--- src/rtl/cond_logic.sv ---
// -----------------------------------------------------------------------------
// cond_logic
// Purpose: ARM-style conditional-execution unit. Evaluates the instruction
// condition field against the stored architectural flags, qualifies the
// decoder's write requests with the pass/fail result, and maintains the
// {N,Z,C,V} flag register with independent NZ / CV write groups.
//
// Ports:
//   clk       in   1  rising-edge clock
//   reset     in   1  synchronous active-high reset (clears Flags)
//   Cond      in   4  condition field (ARM encoding)
//   ALUFlags  in   4  {N,Z,C,V} produced by the current instruction
//   FlagW     in   2  flag write request: [1] = NZ group, [0] = CV group
//   PCS       in   1  PC write request
//   RegW      in   1  register-file write request
//   MemW      in   1  data-memory write request
//   NoWrite   in   1  compare-class instruction, suppresses register write
//   Stall     in   1  holds the flag register
//   PCSrc     out  1  qualified PC write (combinational)
//   RegWrite  out  1  qualified register write (combinational)
//   MemWrite  out  1  qualified memory write (combinational)
//   CondEx    out  1  condition passed (combinational, stored flags only)
//   Flags     out  4  stored {N,Z,C,V}
// -----------------------------------------------------------------------------
module cond_logic (
    input  logic       clk,
    input  logic       reset,
    input  logic [3:0] Cond,
    input  logic [3:0] ALUFlags,
    input  logic [1:0] FlagW,
    input  logic       PCS,
    input  logic       RegW,
    input  logic       MemW,
    input  logic       NoWrite,
    input  logic       Stall,
    output logic       PCSrc,
    output logic       RegWrite,
    output logic       MemWrite,
    output logic       CondEx,
    output logic [3:0] Flags
);

    localparam int unsigned FLAG_W = 4;

    logic [FLAG_W-1:0] flags_q;
    logic [FLAG_W-1:0] flags_d;

    logic flag_n;
    logic flag_z;
    logic flag_c;
    logic flag_v;
    logic cond_ex;

    assign flag_n = flags_q[3];
    assign flag_z = flags_q[2];
    assign flag_c = flags_q[1];
    assign flag_v = flags_q[0];

    // Condition decode; deliberately sees only the stored flags.
    always_comb begin
        cond_ex = 1'b1;
        case (Cond)
            4'b0000: cond_ex = flag_z;
            4'b0001: cond_ex = ~flag_z;
            4'b0010: cond_ex = flag_c;
            4'b0011: cond_ex = ~flag_c;
            4'b0100: cond_ex = flag_n;
            4'b0101: cond_ex = ~flag_n;
            4'b0110: cond_ex = flag_v;
            4'b0111: cond_ex = ~flag_v;
            4'b1000: cond_ex = flag_c & ~flag_z;
            4'b1001: cond_ex = ~flag_c | flag_z;
            4'b1010: cond_ex = (flag_n == flag_v);
            4'b1011: cond_ex = (flag_n != flag_v);
            4'b1100: cond_ex = ~flag_z & (flag_n == flag_v);
            4'b1101: cond_ex = flag_z | (flag_n != flag_v);
            4'b1110: cond_ex = 1'b1;
            default: cond_ex = 1'b1;   // 1111 treated as always-execute
        endcase
    end

    // Next-state for the flag register: each group loads only when its
    // write bit is set, the condition passed and the pipeline is not held.
    always_comb begin
        flags_d = flags_q;
        if (cond_ex && !Stall) begin
            if (FlagW[1]) flags_d[3:2] = ALUFlags[3:2];
            if (FlagW[0]) flags_d[1:0] = ALUFlags[1:0];
        end
    end

    // Flag register; reset wins over any simultaneous write or stall.
    always_ff @(posedge clk) begin
        if (reset) begin
            flags_q <= FLAG_W'(0);
        end else begin
            flags_q <= flags_d;
        end
    end

    // Write qualification is independent of Stall.
    assign CondEx   = cond_ex;
    assign PCSrc    = PCS & cond_ex;
    assign MemWrite = MemW & cond_ex;
    assign RegWrite = RegW & cond_ex & ~NoWrite;
    assign Flags    = flags_q;

endmodule
--- config.mk ---
export PLATFORM = sky130hd
export DESIGN_NAME = cond_logic
export DESIGN_NICKNAME = d
export VERILOG_FILES = /design/src/rtl/cond_logic.sv
export SDC_FILE = /design/constraint.sdc
export NUM_CORES = 1
export LEC_CHECK = 0
export CAP_MARGIN = 10
export CORE_AREA = 2 2 39 41
export CTS_CLUSTER_SIZE = 10
export DETAILED_ROUTE_END_ITERATION = 10
export DIE_AREA = 0 0 41 43
export PLACE_DENSITY_LB_ADDON = 0.12
export SLEW_MARGIN = 20
export SYNTH_ARGS = -nofsm -noshare
export SYNTH_HDL_FRONTEND = slang
export SYNTH_SLANG_ARGS = --single-unit
--- constraint.sdc ---
create_clock -name clk -period 5.7 [get_ports clk]
set_input_delay 1.425 -clock clk [delete_from_list [all_inputs] [get_ports clk]]
set_output_delay 1.425 -clock clk [all_outputs]
set_load 0.01 [all_outputs]
* Word-level counts from Yosys, hierarchy flattened
Cells that the tools add are included.
** Storage, ports and cells
- Input port bits :: 17
- Register bits :: 4
** Operators by class
- Mux-type cells :: 1
- Reduce and logical (&&, ||, !) cells :: 5
- Eq/ne operators :: 15
- Bitwise operators :: 13
** Operators with widths (number)
- $eq A4 B4 Y1 const B :: 6
- $eq A4 B3 Y1 const B :: 4
- $pmux W1 S14 :: 1
- $eq A4 B2 Y1 const B :: 2
- $and A1 B1 Y1 :: 6
- $not A1 Y1 :: 5
- $eq A4 B1 Y1 const B :: 1
- $logic_not A4 Y1 :: 1
- $reduce_and A2 Y1 :: 2
- $or A1 B1 Y1 :: 2
- $eq A1 B1 Y1 :: 1
- $logic_and A1 B1 Y1 :: 1
- $logic_not A1 Y1 :: 1
- $ne A1 B1 Y1 :: 1

* Longest topological paths before layout
Gate-level depths: netlist of run 1.
- Depth in word-level cells :: 5
- Gate-level depth with buffers :: 7

* Least setup slack after synthesis of run 1
No wires, ideal clock.
- Path type :: input port to output port
- From :: in Cond[0]
- To :: out RegWrite
- Slack :: 1.611 ns
- Arrival time :: 2.664 ns
- Stages :: 6
- Path through :: buf_6 -> or4b_1 -> a31oi_1 -> o21ai_1 -> o2111ai_2 -> and3b_2
** Between the ends
- Cells in the longest elaborated chain, start to end :: 4
** Ends and longest elaborated chain
- start: declaration :: RTL line 28 : input logic [3:0] Cond,
- $eq A4 B4 Y1, or another cell as far along :: RTL line 62 : case (Cond)
- $pmux W1 S14 * :: RTL line 62
- named net CondEx :: RTL line 39 : output logic CondEx,
- $and A1 B1 Y1 * (2 in series) :: RTL line 105 : assign RegWrite = RegW & cond_ex & ~NoWrite;
- end: declaration :: RTL line 37 : output logic RegWrite,
Mark *: on every way through the listed nets, which the timed path passes. The rest lies on a longest branch.

* Worst setup path in the final report of run 1
- From :: in Cond[0]
- To :: out RegWrite
** Between the ends
- Cells in the longest elaborated chain, start to end :: 4
** Ends and longest elaborated chain (RTL line)
- $eq A4 B4 Y1, or another cell as far along :: 62
- $pmux W1 S14 * :: 62
- $and A1 B1 Y1 * (2 in series) :: 105
Every way passes the cells marked *; elsewhere a longest branch is shown, timed or not.

==> impl_metrics.toml, run 1 <==
[sta]
period_minus_slack_ps = 5136
setup_tns_ps = 0
grt_setup_unrepaired = "false"
relSlewSlack = 0.7545
holdWs_ps = 515.0
max_freq_mhz = 194.7
max_slew.worst_pin.slew_ps = 363.2
skew_ps = 3.163
hold_viol = 0
finalCritPeriodShare = 0.9011
slew_violations = 0
finalSetupViolCount = 0

[route]
route.vias.total = 425
drcViolationCount = 0
wl_per_cell_um = 11.00
ant_nets = 0
vias_per_cell = 4.830
wl_um = 968
dr.pass1.iters = 2
drt_iter0_drc = 5

[worst_setup_path]
reg2reg_slack_ps = 3900
worst-endpoint-arrival_ps = 3710
worstRegToRegCells = 6
startpoint_type = "input port"
critPathCaptureType = "output port"
critPathRequiredTime_ps = 4280
regToRegStartpoint = "Flags[3]"
critPathKind = "in2out"
r2r_end = "Flags[0]"
crit_fanout = 11

[floorplanning]
dieArea_um2 = 1763
initial_core_util = 0.3165
die_h_um = 43
core_area_um2 = 1384
io_pins = 25
rows = 14
dieWidth_um = 41

[power]
sequentialPowerShare = 0.295
powerDensity_nw_per_um2 = 152.0
finalPower_mw = 0.1061
ir_drop_v = 0.00008583
p_int_mw = 0.07904
clkPwrFrac = 0.321
total_leakage_power_nw = 0.2535
power.switching_mw = 0.02708
p_comb_frac = 0.384
switching_share = 0.2552

[worst_hold_path]
holdPathStages = 2
min_from = "Flags[1]"
hold_end = "Flags[1]"
hold_path_class = "reg2reg"

[global_route]
grt_use_met3 = 0.02094
first_global_vias = 378
grt_busiest_layer = "met2"
met1_usage = 0.1763
grt_pass1_wl_um = 1607
antenna_found_initial = 0
grt_overflow = 0
gr-usage-met2 = 0.1844
grtUsageTotal = 0.1304
grt_max_degree = 12

[logic_synthesis]
async_flop_share = 0
synth_edf_count = 0
synth_commonest_cells = "nand2b_1 (8), mux2i_1 (5), dfxtp_1 (4)"
ys_seq_elements = 4
synth_area_leaders = "dfxtp_1 (18%), mux2i_1 (11%), nand2b_1 (11%)"
syn_inst = 47
synth.avg_cell_area_um2 = 9.317
synthDistinctLibCells = 27
syn_area_um2 = 437.9
yosys_warnings = 0
synth_area_leader_cell = "dfxtp_1"
synth_top_area_frac = 0.1829
ys_seq_area_frac = 0.1829
synth_fp_nets = 64
yosysMostFrequentCell = "nand2b_1"
synth_flop_cell = "dfxtp_1"

[cells_and_area]
largest_reg_flops = 4
design_area_um2 = 698.2
diodes = 0
final_util = 0.5045
nNetsFinal = 91
syn_to_final_growth_pct = 59.43
drive_above_1_share = 0.1389

[placed_design]
dpl_cell_area_um2 = 675.6
place.gp.congestion = 0.6129
dp_hpwl_um = 794.6
numPortBuffers = 24

[clock_network]
cts-htree-levels = 1
post_cts_resized = 0
cts_buffers = 3
clk_pin_slew_ps = 40
cts_tree = "done"
cts-hold-fix-buffers = 0
post-cts-setup-buffers = 0
clk_path_buf_depth = 2
clk_latency_ps = 230
cts.sinks = 4
root_buffer = "clkbuf_4"

[status]
status = "finished, final reports clean"

[flow_run]
drv_cap = 0
-- power by group through the flow --
stage | sequential (mW) | combinational, mW | clock (mW)
floorplan | 0.0318 | 0.0200 | 0
global placement | 0.0317 | 0.0410 | 0
detailed placement | 0.0318 | 0.0412 | 0
CTS | 0.0314 | 0.0414 | 0.0363
global route | 0.0315 | 0.0440 | 0.0389
finish | 0.0313 | 0.0408 | 0.0341
-- how the worst max path moves through the flow --
| stage | start | endpoint | depth (start not counted) |
|---|---|---|---|
| finish | Cond[0] | RegWrite | 7 |
| detailed placement | Cond[0] | RegWrite | 7 |
| global route | Cond[0] | RegWrite | 7 |
| global placement | Cond[3] | MemWrite | 7 |
| CTS | Cond[0] | RegWrite | 7 |
| floorplan | Cond[0] | RegWrite | 6 |
-- cell type report --
type                    instances  area (um2)
inverters                       1       3.754
fillers                       143       685.7
well taps                      16       20.02
repair buffers                 24       240.2
multi-input cells              40       331.6
flip-flops and latches          4       80.08
clock buffers                   3       22.52
-- kinds of logic (layout without fill, tap and decap cells) --
group | after synthesis | in the layout | share of synthesized area
buffers and inverters | 3 | 28 | 0.05999
muxes | 5 | 5 | 0.1143
AOI/OAI and AO/OA | 7 | 7 | 0.1514
and+or+nand+nor | 25 | 25 | 0.4314
DFF | 4 | 4 | 0.1829
xor gates and xnor gates | 3 | 3 | 0.06001
-- routing by layer --
| layer | up-vias | wire (um) |
|---|---|---|
| met5 | - | 0 |
| met4 | 0 | 0 |
| met3 | 0 | 42 |
| met2 | 10 | 491 |
| met1 | 187 | 434 |
| li1 | 228 | - |
-- cell usage in the layout, fill, tap and decap left out, drive strengths merged --
cell | Yosys | routed
a31oi | 1 | 1
nand3b | 1 | 1
clkbuf | 0 | 3
mux2i | 5 | 5
o21ai | 1 | 1
or2b | 1 | 1
clkdlybuf4s50 | 0 | 24
nor4bb | 1 | 1
and3 | 1 | 1
o2111ai | 1 | 1
nand4b | 1 | 1
inv | 1 | 1
nand4bb | 1 | 1
nand3 | 1 | 1
or4b | 1 | 1
nand2 | 2 | 2
o32a | 1 | 1
and3b | 3 | 3
and2 | 3 | 3
nand2b | 8 | 8
dfxtp | 4 | 4
o311ai | 1 | 1
xor2 | 3 | 3
o221ai | 1 | 1
nor4b | 1 | 1
a21oi | 1 | 1
-- worst max-delay path, cell delays in order --
cell             delay [ps]
clkdlybuf4s50_1         590
or4b_1                  560
a31oi_1                 170
o21ai_1                  80
o2111ai_2               120
and3b_2                 230
clkdlybuf4s50_1         530
-- metrics by stage --
step | setup slack, ps | instances
final | 563.8 | 88
after global routing | 465.1 | 88
after global placement | 583.7 | 85
after CTS | 550.3 | 88
after detailed placement | 552.0 | 85
after floorplan | 1611 | 47
(Power assumes the default switching activity.)
==> run 2, diff against run 1 <==
==> constraint.sdc (replaced) <==
create_clock -name clk -period 6.4 [get_ports clk]
set_input_delay 1.6 -clock clk [delete_from_list [all_inputs] [get_ports clk]]
set_output_delay 1.6 -clock clk [all_outputs]
set_load 0.01 [all_outputs]
==> results of run 2 <==
The final DEF is identical to that of run 1. Status: finished, final reports clean.
Main changes from that run: setup slack after placement 552.0 ps -> 902.0 ps; setup slack after layout 563.8 ps -> 913.8 ps; register-to-register setup slack 3900 ps -> 4600 ps; total power 0.1061 mW -> 0.09451 mW; worst IR drop on VDD 0.00008583 V -> 0.00007644 V
==> run 3, diff against run 2 <==
--- a/config.mk
+++ b/config.mk
@@ -7,6 +7,7 @@
 export LEC_CHECK = 0
 export CAP_MARGIN = 10
 export CORE_AREA = 2 2 39 41
+export CTS_BUF_LIST = sky130_fd_sc_hd__clkbuf_16
 export CTS_CLUSTER_SIZE = 10
 export DETAILED_ROUTE_END_ITERATION = 10
 export DIE_AREA = 0 0 41 43
==> constraint.sdc (replaced) <==
create_clock -name clk -period 6.4 [get_ports clk]
set_input_delay 1.6 -clock clk [delete_from_list [all_inputs] [get_ports clk]]
set_output_delay 1.6 -clock clk [all_outputs]
set_load 0.1 [all_outputs]
==> impl_metrics.toml, run 3 (synthesized netlist as in run 1, its figures left out) <==
[floorplanning]
initial_core_util = 0.3165
rows = 14
dieArea_um2 = 1763
core_area_um2 = 1384
io_pins = 25
die_h_um = 43
dieWidth_um = 41

[power]
ir_drop_v = 0.0001494
total_leakage_power_nw = 0.2826
powerDensity_nw_per_um2 = 250.2

[clock_network]
clk_path_buf_depth = 2
cts_tree = "done"
cts-htree-levels = 1
clk_latency_ps = 220
clk_pin_slew_ps = 30
post-cts-setup-buffers = 0
root_buffer = "clkbuf_16"
cts_buffers = 3
post_cts_resized = 0
cts.sinks = 4
cts-hold-fix-buffers = 0

[worst_setup_path]
crit_fanout = 11
crit_start = "Cond[0]"
critPathCaptureType = "output port"
critPathKind = "in2out"
startpoint_type = "input port"
regToRegStartpoint = "Flags[3]"
worst-endpoint-arrival_ps = 3640
critPathRequiredTime_ps = 4800

[sta]
relSlewSlack = 0.3540
period_minus_slack_ps = 5237
skew_ps = 0.9274
max_freq_mhz = 191.0
setup_ws_ps = 1163
finalSetupViolCount = 0
slew_violations = 0
max_slew.worst_pin.slew_ps = 966.0
finalCritPeriodShare = 0.8183
hold_viol = 0
grt_setup_unrepaired = "false"
setup_tns_ps = 0

[route]
dr.pass1.iters = 2
drcViolationCount = 0
vias_per_cell = 4.886
wl_um = 1038
drt_iter0_drc = 1
wl_per_cell_um = 11.80
route.vias.total = 430
ant_nets = 0

[placed_design]
numPortBuffers = 24
place.gp.congestion = 0.6084
dp_slack_ps = 1148
dpl_cell_area_um2 = 665.6
dp_hpwl_um = 811.2

[global_route]
grt_overflow = 0
grt_max_degree = 12
antenna_found_initial = 0
grt_pass1_wl_um = 1628
first_global_vias = 383
grtUsageTotal = 0.1457

[flow_run]
drv_cap = 0

[cells_and_area]
nFillCells = 135
final_common_cell = "clkdlybuf4s50_1"
multi_input_area_um2 = 331.6
largest_reg_flops = 4
drive_above_1_share = 0.1944
layout_common_cells = "clkdlybuf4s50_1 (20), nand2b_1 (8), mux2i_1 (5), dfxtp_1 (4), buf_4 (4)"
seqCellArea_um2 = 80.08
nNetsFinal = 91
syn_to_final_growth_pct = 69.14
diodes = 0
design_area_um2 = 740.7

[worst_hold_path]
hold_path_class = "reg2reg"
min_from = "Flags[1]"

[status]
status = "finished, final reports clean"
[run 3: path summary, 6_finish.rpt]
check                           endpoint  slack, ps  cells past startpoint
worst max-delay path            RegWrite       1160                      7
worst min-delay path            Flags[1]        530                      2
worst max register to register  Flags[0]       4530                      6
worst min register to register  Flags[1]        530                      2
[run 3: stage by stage]
step	power [mW]	hold slack, ps	cells	util
floorplan	0.07102	936.9	47	-
global placement	0.08859	509.9	85	0.4810
detailed placement	0.08904	525.9	85	0.4810
CTS	0.1877	532.0	88	0.5353
global route	0.1923	581.5	88	0.5353
finish	0.1853	534.8	88	0.5353
[run 3: per-layer routing]
| layer | vias up | track usage | routed length (um) |
|---|---|---|---|
| met5 | - | 0 | 0 |
| met4 | 0 | 0.1200 | 38 |
| met3 | 5 | 0.04712 | 60 |
| met2 | 13 | 0.2125 | 526 |
| met1 | 187 | 0.1613 | 413 |
| li1 | 225 | - | - |
[run 3: layout make-up]
cell class / count / share of cell area
Sequential cell: 4 / 0.1081
Timing Repair Buffer: 24 / 0.3108
Multi-Input combinational cell: 40 / 0.4476
Clock buffer: 3 / 0.1014
Tap cell: 16 / 0.02703
Inverter: 1 / 0.005068
[run 3: power breakdown]
group / internal, mW / leakage, nW / switching [mW]
sequential: 0.0262 / 0.0325 / 0.00173
combinational: 0.0223 / 0.213 / 0.0381
clock: 0.0798 / 0.0370 / 0.0172
[run 3: worst max-delay path, stage by stage]
cell and delay [ps]:
clkdlybuf4s50_1 580, or4b_1 560, a31oi_1 170, o21ai_1 80, o2111ai_2 130, and3b_2 230
buf_4 280
